File: config.mk
export PLATFORM = sky130hd
export DESIGN_NAME = led_pattern_ctrl
export DESIGN_NICKNAME = d
export VERILOG_FILES = /design/src/rtl/led_pkg.sv /design/src/rtl/led_tick_gen.sv /design/src/rtl/led_pattern_ctrl.sv
export SDC_FILE = /design/constraint.sdc
export NUM_CORES = 1
export LEC_CHECK = 0
export ABC_AREA = 0
export BUFFER_PORTS_ARGS = -buffer_cell sky130_fd_sc_hd__buf_2
export CORE_MARGIN = 3
export CORE_UTILIZATION = 55
export DETAILED_ROUTE_END_ITERATION = 6
export GPL_TIMING_DRIVEN = 1
export PLACE_DENSITY_LB_ADDON = 0.05
export SETUP_SLACK_MARGIN = 0.3
export SYNTH_ARGS = -nofsm -noshare
export SYNTH_HDL_FRONTEND = slang
export SYNTH_SLANG_ARGS = --single-unit
File: constraint.sdc
create_clock -name clk -period 5.5 [get_ports clk]
set_input_delay 0 -clock clk [delete_from_list [all_inputs] [get_ports clk]]
set_output_delay 0 -clock clk [all_outputs]
set_load 0.01 [all_outputs]
File: src/rtl/led_pkg.sv
// -----------------------------------------------------------------------------
// led_pkg
// Shared definitions for the LED pattern engine.
//   mode_e    : pattern select encodings (shift right / shift left / bounce / bar)
//   DIR_RIGHT : bounce direction towards bit 0
//   DIR_LEFT  : bounce direction towards bit WIDTH-1
// -----------------------------------------------------------------------------
package led_pkg;

  typedef enum logic [1:0] {
    MODE_SHR    = 2'b00,
    MODE_SHL    = 2'b01,
    MODE_BOUNCE = 2'b10,
    MODE_BAR    = 2'b11
  } mode_e;

  localparam logic DIR_RIGHT = 1'b0;
  localparam logic DIR_LEFT  = 1'b1;

endpackage

File: src/rtl/led_tick_gen.sv
// -----------------------------------------------------------------------------
// led_tick_gen
// Step-rate divider. Counts enabled clk cycles and flags the edge on which a
// pattern step should happen (every DIV enabled cycles).
//   clk   in  system clock
//   rst_n in  asynchronous active-low reset
//   en    in  count enable; counter holds while low
//   clr   in  synchronous clear; suppresses tick on the same edge
//   tick  out high during the cycle whose closing edge is a step edge
// -----------------------------------------------------------------------------
module led_tick_gen #(
  parameter int unsigned DIV = 50_000_000
) (
  input  logic clk,
  input  logic rst_n,
  input  logic en,
  input  logic clr,
  output logic tick
);

  localparam int unsigned CW = (DIV > 1) ? $clog2(DIV) : 1;
  localparam logic [CW-1:0] CNT_MAX = CW'(DIV - 1);

  logic [CW-1:0] cnt;

  // Combinational so the step lands on the same edge that wraps the counter.
  assign tick = en && !clr && (cnt == CNT_MAX);

  always_ff @(posedge clk or negedge rst_n) begin
    if (!rst_n) begin
      cnt <= '0;
    end else if (clr) begin
      cnt <= '0;
    end else if (en) begin
      cnt <= (cnt == CNT_MAX) ? '0 : cnt + 1'b1;
    end
  end

endmodule

File: src/rtl/led_pattern_ctrl.sv
// -----------------------------------------------------------------------------
// led_pattern_ctrl
// LED pattern engine: one-hot shift right/left, ping-pong bounce and bar fill
// on a WIDTH-bit LED bus, stepped by led_tick_gen every DIV enabled cycles.
// Optional PWM dimming is compiled in when the macro LED_PWM_EN is defined.
//   clk    in  system clock
//   rst_n  in  asynchronous active-low reset
//   en     in  run (1) / pause (0)
//   mode   in  pattern select (see led_pkg::mode_e)
//   bright in  brightness level (LED_PWM_EN builds only)
//   led    out LED drive, active-high
//   step   out one-cycle pulse in the first cycle a new pattern is visible
//
// Valid/ready note: there is no handshake here; mode and en are level inputs
// sampled on every clk edge, and step is a registered single-cycle strobe.
// -----------------------------------------------------------------------------
module led_pattern_ctrl
  import led_pkg::*;
#(
  parameter int unsigned WIDTH    = 8,
  parameter int unsigned DIV      = 50_000_000,
  parameter int unsigned PWM_BITS = 4
) (
  input  logic                clk,
  input  logic                rst_n,
  input  logic                en,
  input  logic [1:0]          mode,
`ifdef LED_PWM_EN
  input  logic [PWM_BITS-1:0] bright,
`endif
  output logic [WIDTH-1:0]    led,
  output logic                step
);

  // Elaboration-time parameter sanity checks.
  if (WIDTH < 2)    begin : g_bad_width $error("WIDTH must be at least 2");   end
  if (DIV < 1)      begin : g_bad_div   $error("DIV must be at least 1");     end
  if (PWM_BITS < 1) begin : g_bad_pwm   $error("PWM_BITS must be at least 1"); end

  localparam logic [WIDTH-1:0] PAT_MSB  = {1'b1, {(WIDTH-1){1'b0}}};
  localparam logic [WIDTH-1:0] PAT_LSB  = {{(WIDTH-1){1'b0}}, 1'b1};
  localparam logic [WIDTH-1:0] PAT_ONES = '1;

  logic [WIDTH-1:0] pat;
  logic             dir;
  mode_e            mode_q;
  logic             mode_chg;
  logic             tick;

  function automatic logic [WIDTH-1:0] seed_pat(input mode_e m);
    case (m)
      MODE_SHL: seed_pat = PAT_LSB;
      MODE_BAR: seed_pat = '0;
      default:  seed_pat = PAT_MSB;
    endcase
  endfunction

  // A mode change restarts the divider so the first step of the new pattern
  // comes a full DIV cycles after the seed appears.
  assign mode_chg = (mode != mode_q);

  led_tick_gen #(
    .DIV (DIV)
  ) u_tick_gen (
    .clk   (clk),
    .rst_n (rst_n),
    .en    (en),
    .clr   (mode_chg),
    .tick  (tick)
  );

  // Pattern FSM: mode_q/dir/pat form the state, step is a registered output.
  always_ff @(posedge clk or negedge rst_n) begin
    if (!rst_n) begin
      pat    <= PAT_MSB;
      dir    <= DIR_RIGHT;
      mode_q <= MODE_SHR;
      step   <= 1'b0;
    end else begin
      step <= 1'b0;
      if (mode_chg) begin
        mode_q <= mode_e'(mode);
        pat    <= seed_pat(mode_e'(mode));
        dir    <= DIR_RIGHT;
      end else if (tick) begin
        step <= 1'b1;
        case (mode_q)
          MODE_SHR: begin
            if (pat == '0 || pat == PAT_LSB) pat <= PAT_MSB;
            else                              pat <= pat >> 1;
          end
          MODE_SHL: begin
            if (pat == '0 || pat == PAT_MSB) pat <= PAT_LSB;
            else                              pat <= pat << 1;
          end
          MODE_BOUNCE: begin
            if (pat == '0) begin
              pat <= PAT_MSB;
              dir <= DIR_RIGHT;
            end else if (dir == DIR_RIGHT) begin
              pat <= pat >> 1;
              // Turn on the edge that lands on bit 0 so it is not shown twice.
              if (pat[1]) dir <= DIR_LEFT;
            end else begin
              pat <= pat << 1;
              if (pat[WIDTH-2]) dir <= DIR_RIGHT;
            end
          end
          MODE_BAR: begin
            if (pat == PAT_ONES) pat <= '0;
            else                 pat <= {1'b1, pat[WIDTH-1:1]};
          end
        endcase
      end
    end
  end

`ifdef LED_PWM_EN
  logic [PWM_BITS-1:0] pwm_cnt;
  logic                pwm_on;

  // Full-scale bright forces the output permanently on instead of 15/16 duty.
  always_ff @(posedge clk or negedge rst_n) begin
    if (!rst_n) begin
      pwm_cnt <= '0;
      pwm_on  <= 1'b0;
    end else begin
      pwm_cnt <= pwm_cnt + 1'b1;
      pwm_on  <= (pwm_cnt < bright) || (bright == '1);
    end
  end

  assign led = pat & {WIDTH{pwm_on}};
`else
  assign led = pat;
`endif

endmodule

==> results.cfg <==
[clock_tree]
htree_num_levels = 2
worst_setup_hold_path_clk_slew_ns = 0.07
clk_path_buf_depth = 2
post-cts-setup-buffer-count = 0
cts_tree = yes
cts_buffers = 5
cts_resized = 0
cts-root-buf = clkbuf_8
clock-sinks = 38
worst_skew_late_latency_ns = 0.29
number_of_buffers_inserted_by_hold_repair_at_cts = 3

[drt]
via_per_inst = 6.38
route.final.wire_length_microns = 5170
via_count = 1997
number_of_routed_nets_with_antenna_violations = 0
initial_drt_pass_iterations = 4
drt-initial-drc-count = 103
drt-wirelength-per-cell_microns = 16.5
drc = 0

[global_routing]
groute.layer.met1.usage_pct = 31.0
grt_busiest_layer = met2
maximum_number_of_pins_on_one_net_before_global_route_repair = 39
gr-total-overflow = 0
grt_use_met2_pct = 35.5
grt_use_total_pct = 22.4
use_met3_pct = 4.35
vias_in_the_first_global_route = 1795
global_route_wire_length_before_repair_microns = 8780
antenna_found_initial = 0

[die]
floorplan.initialDensity_pct = 58.9
fp.dieW_microns = 69.5
core_footprint_sq_um = 3770
row_cnt = 22
ios = 14
die_h_microns = 69.5
dieArea_sq_um = 4840

[status]
result_of_the_run = complete, no violations

[worst_setup_path]
rrSetupSlack_ns = 3.26
critical_path_startpoint_category = register
length_in_cells_of_the_worst_reg_to_reg_path = 5
cp_data_arrival_time_ns = 2.42
maximum_fanout_count_along_the_critical_path = 6
crit-reg2reg-launch = led[1]
setup.worst_path.class = reg -> reg
worst_r2r_endpoint = led[6]
crit_path_end_kind = register
worst_ep_required_time_ns = 5.68

[synthesis]
synth-main-ff-cell = dfrtp_1
synth.cell_area_sq_um = 2220
post_synth_num_cell_types = 44
synth_fa_ha_area_share_pct = 0.563
synth_top_family_by_area = simple AND/OR/NAND/NOR gates
synth-xor-area-share_pct = 1.58
post_synth_inst_count = 253
multiplexer_area_fraction_after_synthesis_pct = 0
seq_area_frac_synth_pct = 42.9
asyncSetResetFlopFracSynth_pct = 100
netlist_top_cells_area = dfrtp_1 42%, o21ai_0 6.1%, a31oi_1 4.8%
most_numerous_cell_in_the_yosys_netlist = dfrtp_1
ys_ff_latch = 38
synth-edff-count = 0
yosysTopAreaCell = dfrtp_1
post_synth_and_or_nand_nor_area_fraction_pct = 27.8
synth_compound_area_share_pct = 23.3
netlist_top_cells_count = 37 x dfrtp_1, 27 x o21ai_0, 19 x nand2_1
synth_warnings = 0
synth.top_cell.area_share_pct = 41.7
synth.net_count = 259
synthesis.area_per_instance_sq_um = 8.78

[sta]
tightest_slew_ns = 0.868
final_hold_viol_count = 0
rsz0062_at_grt = no
timing.clock.skew_ns = 0.00838
max_slew_margin_pct = 42.1
min_period_over_period_pct = 40.7
setup_tns_final_ns = 0
final.min_clock_period_ns = 2.24
maxSlewViolCount = 0
max_freq_ghz = 0.447
final-setup-viol-count = 0

[pwr]
power_per_cell_area_nw_per_um2 = 224
vdd.ir_drop.worst_uv = 151
leakagePower_nw = 0.966

[min_path]
worstHoldPathCells = 3
startpoint_of_the_worst_hold_path = en
holdCritPathClass = in -> reg
endpoint_worst_hold = u_tick_gen.cnt[20]

[cells_and_area]
nNetsFinal = 270
area_growth_syn_to_layout_pct = 9.52
n_antenna_cell = 0
share_of_final_layout_standard_cells_stronger_than_drive_strength_1_pct = 12.5
final_core_utilization_pct = 64.5

[placed_design]
detailedPlacementHpwl_microns = 3510
port-buffer-count = 13
gpl.final_weighted_congestion = 0.836

[run]
cap_violations = 0
-- critical path, stage by stage (launching register included) --
cell      delay, ns
dfrtp_1        0.44
nor4_1         0.76
and2_1         0.27
o21ai_0        0.22
a221oi_1       0.36
nor2_1         0.07
-- how the worst max path moves through the flow --
stage | start | end | slack, ns | depth (start not counted)
floorplan | u_tick_gen.cnt[0] | dir | 3.54 | 6
global placement | led[1] | led[3] | 3.37 | 5
detailed placement | led[1] | led[6] | 3.30 | 5
CTS | u_tick_gen.cnt[0] | dir | 3.30 | 6
global route | led[1] | led[3] | 3.07 | 5
finish | led[1] | led[6] | 3.26 | 5
-- through the flow --
step / setup WS (ns) / std cells / power, W / hold slack (ns) / cell area, sq um
4_1_cts: 3.30 / 313 / 0.000549 / 0.0906 / 2430
6_report: 3.26 / 313 / 0.000544 / 0.0914 / 2430
2_1_floorplan: 3.54 / 253 / 0.000330 / -0.296 / 2220
3_5_place_dp: 3.30 / 302 / 0.000348 / 0.161 / 2310
5_1_grt: 3.07 / 313 / 0.000569 / 0.100 / 2430
3_3_place_gp: 3.37 / 302 / 0.000348 / 0.152 / 2310
-- routing by layer --
metal,vias to the layer above,share of wire (%)
met5,-,0
met4,0,1.1
met3,5,4.7
met2,53,47
met1,956,47
li1,983,-
-- where the power goes --
part	internal [W]	total, W	switching (W)	leakage, nW
Clock	0.000101	0.000200	0.0000984	0.0482
Sequential	0.000284	0.000292	0.00000749	0.521
Combinational	0.0000186	0.0000526	0.0000340	0.397
-- state kept, by name, summed over array words and instances (netlist names) --
name	count
led	8
step	1
mode_q	2
u_tick_gen.cnt	26
dir	1
-- layout by cell type (no fill, tap or decap), types with 2 or more instances in the layout --
cell	synthesis	final
a21oi_1	15	15
a221oi_1	6	6
a22o_1	2	2
a22oi_1	2	2
a2bb2oi_1	2	2
a31oi_1	17	16
a41oi_1	2	2
and2_1	4	4
and3_1	2	2
buf_2	0	13
clkbuf_8	0	6
dfrtp_1	37	37
dlygate4sd3_1	0	3
inv_1	10	10
nand2_1	19	19
nand2b_1	6	6
nand3_1	14	14
nand4_1	9	9
nand4b_1	2	2
nor2_1	17	17
nor2b_1	2	2
nor3_1	4	4
nor4_1	5	5
nor4_2	2	2
o211ai_1	2	2
o21ai_0	27	27
o22ai_1	2	2
o31a_1	2	2
or2_2	2	2
or3_1	7	7
or4_1	2	2
xnor2_1	2	2
xor2_1	2	2
-- final cells by class --
class / instances / area [sq um]
Fill cell: 334 / 1340
Multi-Input combinational cell: 192 / 1190
Sequential cell: 38 / 952
Timing Repair Buffer: 17 / 103
Clock buffer: 7 / 86.3
Tap cell: 48 / 60.1
Inverter: 10 / 37.5
Clock inverter: 1 / 5.00
-- cell families (layout without fill, tap and decap cells) --
logic type	after synthesis	after routing
AO/OA/AOI/OAI	83	83
XOR/XNOR	4	4
AND/OR/NAND/NOR	104	104
buffers and inverters	23	35
adder cells (fa/ha/maj)	1	1
flip-flops	38	38
Power figures use the tool's default switching activity.
